[config.mk]
export PLATFORM = sky130hd
export DESIGN_NAME = v_lsu_ctrl_flat
export DESIGN_NICKNAME = d
export VERILOG_FILES = /design/src/rtl/v_lsu_ctrl_if.sv /design/src/rtl/v_lsu_ctrl.sv /design/src/flat_wrapper.sv
export SDC_FILE = /design/constraint.sdc
export NUM_CORES = 1
export LEC_CHECK = 0
export CAP_MARGIN = 25
export CORE_ASPECT_RATIO = 1.25
export CORE_MARGIN = 3
export CORE_UTILIZATION = 40
export CTS_CLUSTER_SIZE = 8
export DETAILED_ROUTE_END_ITERATION = 12
export PLACE_DENSITY = 0.69
export SYNTH_ARGS = -nofsm -noshare
export SYNTH_HDL_FRONTEND = slang
export SYNTH_SLANG_ARGS = --single-unit
[constraint.sdc]
create_clock -name clk -period 6.9 [get_ports clk]
set_input_delay 1.035 -clock clk [delete_from_list [all_inputs] [get_ports clk]]
set_output_delay 1.035 -clock clk [all_outputs]
set_load 0.05 [all_outputs]
[src/rtl/v_lsu_ctrl_if.sv]
// Decode-side request/response channel of the vector LSU sequencer.
// Decode is the master; the sequencer is the slave.
interface v_lsu_ctrl_if #(
    parameter int unsigned ADDR_W = 12
);
    logic              req_valid;
    logic              req_ready;
    logic [3:0]        req_op;
    logic [2:0]        req_lmul;
    logic [2:0]        req_vsew;
    logic [4:0]        req_stride;
    logic [ADDR_W-1:0] req_addr;
    logic [4:0]        req_vd;
    logic              rsp_valid;
    logic [1:0]        rsp_err;
    logic [4:0]        rsp_vd;

    modport master (
        output req_valid, req_op, req_lmul, req_vsew, req_stride, req_addr, req_vd,
        input  req_ready, rsp_valid, rsp_err, rsp_vd
    );

    modport slave (
        input  req_valid, req_op, req_lmul, req_vsew, req_stride, req_addr, req_vd,
        output req_ready, rsp_valid, rsp_err, rsp_vd
    );
endinterface

[src/rtl/v_lsu_ctrl.sv]
// Vector LSU sequencer: one pending request slot, legality check, load/store unit start,
// bank ownership, watchdog-guarded wait for done, in-order response.
module v_lsu_ctrl #(
    parameter int unsigned ADDR_W      = 12,
    parameter int unsigned TIMEOUT_CYC = 64
) (
    input  logic              clk,
    input  logic              nrst,
    v_lsu_ctrl_if.slave       dec,
    output logic              ld_start,
    output logic              st_start,
    output logic              unit_abort,
    output logic [3:0]        unit_op,
    output logic [2:0]        unit_lmul,
    output logic [2:0]        unit_vsew,
    output logic [4:0]        unit_stride,
    output logic [ADDR_W-1:0] unit_addr,
    input  logic              ld_done,
    input  logic              st_done,
    output logic              mem_sel,
    output logic              mem_we,
    output logic              busy
);
    localparam int unsigned WD_W = $clog2(TIMEOUT_CYC);
    localparam logic [WD_W-1:0] WD_LAST = WD_W'(TIMEOUT_CYC - 1);

    typedef enum logic [1:0] {S_IDLE, S_ISSUE, S_WAIT, S_RESP} state_t;

    state_t            state, state_nxt;
    logic              pend_valid;
    logic [3:0]        pend_op;
    logic [2:0]        pend_lmul;
    logic [2:0]        pend_vsew;
    logic [4:0]        pend_stride;
    logic [ADDR_W-1:0] pend_addr;
    logic [4:0]        pend_vd;
    logic              act_store;
    logic [4:0]        act_vd;
    logic [1:0]        err, err_nxt;
    logic [WD_W-1:0]   wd;
    logic              wd_clr, wd_inc;
    logic              pop, accept, done_match, pend_legal;

    // Element width encoded by the op must agree with vsew; lmul above 3 is reserved.
    function automatic logic is_legal(input logic [3:0] op, input logic [2:0] lmul,
                                      input logic [2:0] vsew);
        logic [2:0] w;
        case (op)
            4'd1, 4'd4, 4'd7, 4'd10: w = 3'b000;
            4'd2, 4'd5, 4'd8, 4'd11: w = 3'b001;
            4'd3, 4'd6, 4'd9, 4'd12: w = 3'b010;
            default:                 w = 3'b111;
        endcase
        return (w != 3'b111) && (w == vsew) && (lmul <= 3'd3);
    endfunction

    assign pend_legal    = is_legal(pend_op, pend_lmul, pend_vsew);
    assign dec.req_ready = !pend_valid;
    assign accept        = dec.req_valid && !pend_valid;
    assign done_match    = act_store ? st_done : ld_done;

    always_ff @(posedge clk or negedge nrst) begin
        if (!nrst) state <= S_IDLE;
        else       state <= state_nxt;
    end

    always_comb begin
        state_nxt  = state;
        err_nxt    = err;
        pop        = 1'b0;
        ld_start   = 1'b0;
        st_start   = 1'b0;
        unit_abort = 1'b0;
        wd_clr     = 1'b0;
        wd_inc     = 1'b0;
        case (state)
            S_IDLE: begin
                if (pend_valid) begin
                    pop = 1'b1;
                    if (pend_legal) begin
                        state_nxt = S_ISSUE;
                    end else begin
                        state_nxt = S_RESP;
                        err_nxt   = 2'b01;
                    end
                end
            end
            S_ISSUE: begin
                ld_start = !act_store;
                st_start = act_store;
                wd_clr   = 1'b1;
                if (done_match) begin
                    state_nxt = S_RESP;
                    err_nxt   = 2'b00;
                end else begin
                    state_nxt = S_WAIT;
                end
            end
            S_WAIT: begin
                if (done_match) begin
                    state_nxt = S_RESP;
                    err_nxt   = 2'b00;
                end else if (wd == WD_LAST) begin
                    unit_abort = 1'b1;
                    state_nxt  = S_RESP;
                    err_nxt    = 2'b10;
                end else begin
                    wd_inc = 1'b1;
                end
            end
            S_RESP: state_nxt = S_IDLE;
            default: state_nxt = S_IDLE;
        endcase
    end

    always_ff @(posedge clk or negedge nrst) begin
        if (!nrst) begin
            pend_valid  <= 1'b0;
            pend_op     <= '0;
            pend_lmul   <= '0;
            pend_vsew   <= '0;
            pend_stride <= '0;
            pend_addr   <= '0;
            pend_vd     <= '0;
        end else if (accept) begin
            pend_valid  <= 1'b1;
            pend_op     <= dec.req_op;
            pend_lmul   <= dec.req_lmul;
            pend_vsew   <= dec.req_vsew;
            pend_stride <= dec.req_stride;
            pend_addr   <= dec.req_addr;
            pend_vd     <= dec.req_vd;
        end else if (pop) begin
            pend_valid  <= 1'b0;
        end
    end

    // Active fields only change on a pop, so unit_* hold their values between ops.
    always_ff @(posedge clk or negedge nrst) begin
        if (!nrst) begin
            unit_op     <= '0;
            unit_lmul   <= '0;
            unit_vsew   <= '0;
            unit_stride <= '0;
            unit_addr   <= '0;
            act_vd      <= '0;
            act_store   <= 1'b0;
        end else if (pop) begin
            unit_op     <= pend_op;
            unit_lmul   <= pend_lmul;
            unit_vsew   <= pend_vsew;
            unit_stride <= pend_stride;
            unit_addr   <= pend_addr;
            act_vd      <= pend_vd;
            act_store   <= (pend_op >= 4'd7);
        end
    end

    always_ff @(posedge clk or negedge nrst) begin
        if (!nrst) begin
            err <= '0;
            wd  <= '0;
        end else begin
            err <= err_nxt;
            if (wd_clr)      wd <= '0;
            else if (wd_inc) wd <= wd + 1'b1;
        end
    end

    assign mem_sel       = ((state == S_ISSUE) || (state == S_WAIT)) && act_store;
    assign mem_we        = mem_sel;
    assign dec.rsp_valid = (state == S_RESP);
    assign dec.rsp_err   = (state == S_RESP) ? err : 2'b00;
    assign dec.rsp_vd    = (state == S_RESP) ? act_vd : 5'd0;
    assign busy          = (state != S_IDLE) || pend_valid;
endmodule

[src/flat_wrapper.sv]
// flat-port wrapper written by rule: the top's interface ports become plain ports
module v_lsu_ctrl_flat 
#(
    parameter int unsigned ADDR_W      = 12,
    parameter int unsigned TIMEOUT_CYC = 64
)
  (clk, nrst, ld_start, st_start, unit_abort, unit_op, unit_lmul, unit_vsew, unit_stride, unit_addr, ld_done, st_done, mem_sel, mem_we, busy, dec_req_valid, dec_req_op, dec_req_lmul, dec_req_vsew, dec_req_stride, dec_req_addr, dec_req_vd, dec_req_ready, dec_rsp_valid, dec_rsp_err, dec_rsp_vd);
  v_lsu_ctrl_if #(.ADDR_W(ADDR_W)) dec_i ();
  input  logic clk;
  input  logic nrst;
  output logic ld_start;
  output logic st_start;
  output logic unit_abort;
  output logic [3:0] unit_op;
  output logic [2:0] unit_lmul;
  output logic [2:0] unit_vsew;
  output logic [4:0] unit_stride;
  output logic [ADDR_W-1:0] unit_addr;
  input  logic ld_done;
  input  logic st_done;
  output logic mem_sel;
  output logic mem_we;
  output logic busy;
  input wire logic [$bits(dec_i.req_valid)-1:0] dec_req_valid;
  input wire logic [$bits(dec_i.req_op)-1:0] dec_req_op;
  input wire logic [$bits(dec_i.req_lmul)-1:0] dec_req_lmul;
  input wire logic [$bits(dec_i.req_vsew)-1:0] dec_req_vsew;
  input wire logic [$bits(dec_i.req_stride)-1:0] dec_req_stride;
  input wire logic [$bits(dec_i.req_addr)-1:0] dec_req_addr;
  input wire logic [$bits(dec_i.req_vd)-1:0] dec_req_vd;
  output wire logic [$bits(dec_i.req_ready)-1:0] dec_req_ready;
  output wire logic [$bits(dec_i.rsp_valid)-1:0] dec_rsp_valid;
  output wire logic [$bits(dec_i.rsp_err)-1:0] dec_rsp_err;
  output wire logic [$bits(dec_i.rsp_vd)-1:0] dec_rsp_vd;
  assign dec_i.req_valid = dec_req_valid;
  assign dec_i.req_op = dec_req_op;
  assign dec_i.req_lmul = dec_req_lmul;
  assign dec_i.req_vsew = dec_req_vsew;
  assign dec_i.req_stride = dec_req_stride;
  assign dec_i.req_addr = dec_req_addr;
  assign dec_i.req_vd = dec_req_vd;
  assign dec_req_ready = dec_i.req_ready;
  assign dec_rsp_valid = dec_i.rsp_valid;
  assign dec_rsp_err = dec_i.rsp_err;
  assign dec_rsp_vd = dec_i.rsp_vd;
  v_lsu_ctrl #(.ADDR_W(ADDR_W), .TIMEOUT_CYC(TIMEOUT_CYC)) u_core (.clk(clk), .nrst(nrst), .dec(dec_i), .ld_start(ld_start), .st_start(st_start), .unit_abort(unit_abort), .unit_op(unit_op), .unit_lmul(unit_lmul), .unit_vsew(unit_vsew), .unit_stride(unit_stride), .unit_addr(unit_addr), .ld_done(ld_done), .st_done(st_done), .mem_sel(mem_sel), .mem_we(mem_we), .busy(busy));
endmodule
* Word level (Yosys, flattened, before mapping)
Memory sizes are Yosys's and may differ from the RTL's. Index checks and enable logic that the tools add are counted.
Word-level totals: register bits 76, output and inout port bits 42, memory bits (read-only) 48, bits of input ports 37, memories kept 1
Memory list:
- (name not given) | words 16, width 3, rd ports 1, clocked after memory_dff 0, write ports 0, line v_lsu_ctrl.sv:48 | case (op)
Cells by class: reductions and logical operators 15, order comparisons 2, $add $sub $neg 1, eq/ne operators 10, mux-type cells 30
Operators with widths (count):
- 2-bit 2-to-1 mux | 10
- 1-bit 2-to-1 mux | 15
- 6-bit 2-to-1 mux | 2
- 2-bit one-hot mux with 4 select lines | 1
- 6-bit by 1-bit adder with 6-bit output, second input constant | 1
- 6-bit == test, second input constant | 1
- 2-bit one-hot mux with 3 select lines | 1
- 2-bit nonzero test | 3
- 5-bit 2-to-1 mux | 1
- 5-bit AND reduction | 1
- 2-bit == test, second input constant | 2
- 4-bit by 3-bit >= comparator with 1-bit output, second input constant | 1
- 1-bit logical AND | 4
- 2-bit by 1-bit != test with 1-bit output, second input constant | 2
- 3-bit == test | 1
- 3-bit by 2-bit less-or-equal comparator with 1-bit output, second input constant | 1
- 3-bit by 1-bit != test with 1-bit output, second input constant | 1
- 3-bit != test, second input constant | 1
- 3-bit nonzero test | 1
- 2-bit by 1-bit == test with 1-bit output, second input constant | 1
- 1-bit zero test | 2
- 2-bit zero test | 1
- 1-bit logical OR | 2
- 2-bit != test, second input constant | 1
- 2-bit AND reduction | 1

* Logic depth before layout (Yosys ltp)
An unclocked memory read counts as a cell.
depth after elaboration 7, mapped depth 8

* Least setup slack after synthesis
No wires, ideal clock.
path type input-to-output, start point input st_done, end point output unit_abort, data arrival time 2.099 ns, stages on the path 3, slack 3.766 ns, buffers on the path 0, cell sequence mux2i_1 > nand2_1 > nor2_1
Between the ends: word-level cells in the longest chain between the ends 3
Ends and longest elaborated chain:
- start, declared | line flat_wrapper.sv:20 | input logic st_done;
- 1-bit 2-to-1 mux | line v_lsu_ctrl.sv:60 | assign done_match = act_store ? st_done : ld_done;
- 1-bit 2-to-1 mux | line v_lsu_ctrl.sv:100 | if (done_match) begin
- 1-bit 2-to-1 mux | line v_lsu_ctrl.sv:76 | case (state)
- end, declared | line flat_wrapper.sv:13 | output logic unit_abort;
No other way between the ends.

* Worst setup path in the final report
Same ends and word-level chain as after synthesis.

==> results.cfg <==
[synthesis]
async_flop_share = 1.00
syn_area_mm2 = 0.00330
syn_area_per_cell_um2 = 13.6
ys_seq_area_frac = 0.576
synth_edf_count = 0
ys_types = 34
ys_seq_elements = 76
yosys_most_used_dff = dfrtp_1
syn_inst = 242
yosysWarnings = 0
synthesis.nets = 289

[critical_path]
cp_max_fo = 4
worstSetupEndpointType = output port
slowest_delay_ns = 0.80
crit_top_cell = clkdlybuf4s50_1
cp.required_ns = 5.86
path_cells = clkdlybuf4s50_1 -> mux2i_1 -> nand2_1 -> nor2_1 -> clkdlybuf4s50_1
start_kind = primary input
crit_type = primary input to output port
slowest_stage = clkdlybuf4s50_1
reg2regPathDepth = 8
crit_arrival_ns = 2.81

[cells_and_area]
nets = 370
final_util = 0.553
syn_to_final_growth_pct = 32.9
diodes = 0
drive_above_1_share = 0.258

[timing]
hold_ws_ns = 0.481
slew_violations = 0
setup_viol = 0
post-route-min-period_ns = 3.85
max-slew-margin-rel = 0.467
clock.fmax_mhz = 260
clock_skew_ns = 0.0124
fin_crit_sh = 0.558
worstMarginPinSlew_ns = 0.797
fin_setup_tns_ns = 0
hold_viol_final = 0
rsz0062_at_grt = no

[grt]
grt_max_degree = 77
overflow = 0
antenna_found_initial = 0
grt_pass1_wl_mm = 10.8
grt_pass1_vias = 2223
grt_util_all_layers = 0.149

[pwr]
powerDensity_mw_per_mm2 = 539
p_leak_nw = 1.89
peakVddDrop_v = 0.000379
p_int_mw = 1.36
p_seq_frac = 0.336
p_switching_mw = 1.00
switching_share = 0.424
power.total_mw = 2.36
pwr-share-clk = 0.136
power_frac_comb = 0.528

[place]
gp_congestion = 0.739
port-buffer-count = 78
dpl.hpwl_mm = 4.40

[floorplanning]
die_h_um = 108
core-area_mm2 = 0.00793
dieArea_mm2 = 0.00938
rows = 36
start_util = 0.416
io-pin-count = 79
die_x_um = 87.2

[clock_network]
root_buffer = clkbuf_8
cts-resized-gates = 0
clk_latency_ns = 0.34
htreeDepth = 3
hold_buffers = 0
cts_tree = yes
clock_tree.buffer_depth = 2
post_cts_buffers = 0
cts.sinks = 76
clk_pin_slew_ns = 0.08
cts_buffers = 9

[job]
drv_cap = 0

[worst_hold_path]
holdCritPathClass = primary input to async pin

[detailed_routing]
wl_per_cell_um = 15.2
drc = 0
postRouteAntennaNets = 0
vias = 2107
drt_first_pass_iters = 4
viasPerCell = 5.00
first_iter_violations = 93
routed_wl_mm = 6.41

[run_status]
status = complete, no violations
-- worst paths after layout --
path	end	slack, ns	from
setup reg to reg	u_core.err[1]	4.35	u_core.pend_op[0]
setup / recovery	unit_abort	3.05	st_done
min in group clk	u_core.unit_op[0]	0.48	u_core.unit_op[0]
hold / removal	u_core.wd[5]	0.48	nrst
max in group asynchronous	u_core.unit_op[2]	5.88	nrst
hold reg to reg	u_core.unit_op[0]	0.48	u_core.unit_op[0]
-- per-layer routing --
metal | vias to the layer above | share of wire | global-route usage
met3 | 11 | 0.052 | 0.0467
li1 | 995 | - | -
met2 | 50 | 0.52 | 0.241
met5 | - | 0 | 0
met4 | 0 | 0.020 | 0.0570
met1 | 1051 | 0.41 | 0.187
-- synth_stat cells (2+ instances only) --
cell type / number / area, um2
xor2_1: 5 / 43.8
and2_1: 9 / 56.3
a31oi_1: 2 / 12.5
dfrtp_1: 76 / 1900
nand2_1: 9 / 33.8
nor2b_1: 5 / 31.3
a21oi_1: 2 / 10.0
nor2_1: 13 / 48.8
inv_1: 9 / 33.8
clkbuf_1: 8 / 30.0
nand4_1: 2 / 12.5
o21ai_0: 7 / 35.0
mux2i_1: 3 / 30.0
and3_1: 3 / 18.8
a21o_1: 2 / 15.0
ha_1: 10 / 125
mux2_2: 60 / 676
-- sequential cells by signal (all words and copies together), names as in the netlist, 4 cells and up --
register and count:
u_core.act_vd 5, u_core.pend_addr 12, u_core.pend_op 4, u_core.pend_stride 5
u_core.pend_vd 5, u_core.unit_addr 12, u_core.unit_op 4, u_core.unit_stride 5
u_core.wd 6
-- worst max-delay path: cells and delay by family --
| kind | cells | cell delay (ns) |
|---|---|---|
| simple gates | 2 | 0.23 |
| buf+inv | 2 | 1.20 |
| mux | 1 | 0.35 |
-- power groups by stage --
stage / sequential (mW) / combinational (mW) / clock [mW]
CTS: 0.798 / 1.26 / 0.331
detailed placement: 0.805 / 1.26 / 0
finish: 0.794 / 1.25 / 0.321
global placement: 0.798 / 1.23 / 0
floorplan: 1.05 / 0.636 / 0
global route: 0.828 / 1.33 / 0.349
-- stage by stage --
step           setup WS, ns  area, um2  instances
2_1_floorplan          3.77       3300        242
3_3_place_gp           3.09       4160        405
3_5_place_dp           3.07       4160        405
4_1_cts                3.06       4340        419
5_1_grt                2.91       4390        421
6_report               3.05       4390        421
-- cell type report --
| type | instances | area, um2 |
|---|---|---|
| Fill cell | 688 | 3540 |
| Sequential cell | 76 | 1900 |
| Multi-Input combinational cell | 146 | 1320 |
| Timing Repair Buffer | 81 | 833 |
| Clock buffer | 9 | 124 |
| Tap cell | 95 | 119 |
| Clock inverter | 5 | 55.1 |
| Inverter | 9 | 33.8 |
-- cell usage in the layout (no fill, tap or decap), types with 4 or more instances in the layout --
cell,n
clkdlybuf4s50_1,77
dfrtp_1,76
mux2_2,60
nor2_1,13
ha_1,10
and2_1,9
inv_1,9
nand2_1,9
clkbuf_8,9
o21ai_0,7
xor2_1,5
nor2b_1,4
-- kinds of logic after synthesis --
kind of cell / count (synthesis) / share of synthesized area
adders and majority gates: 10 / 0.0379
buffers and inverters: 20 / 0.0262
AOI/OAI and AO/OA: 18 / 0.0402
and+or+nand+nor: 46 / 0.0732
xor gates and xnor gates: 7 / 0.0209
DFF: 76 / 0.576
muxes: 65 / 0.225
Power figures use the tool's default switching activity.
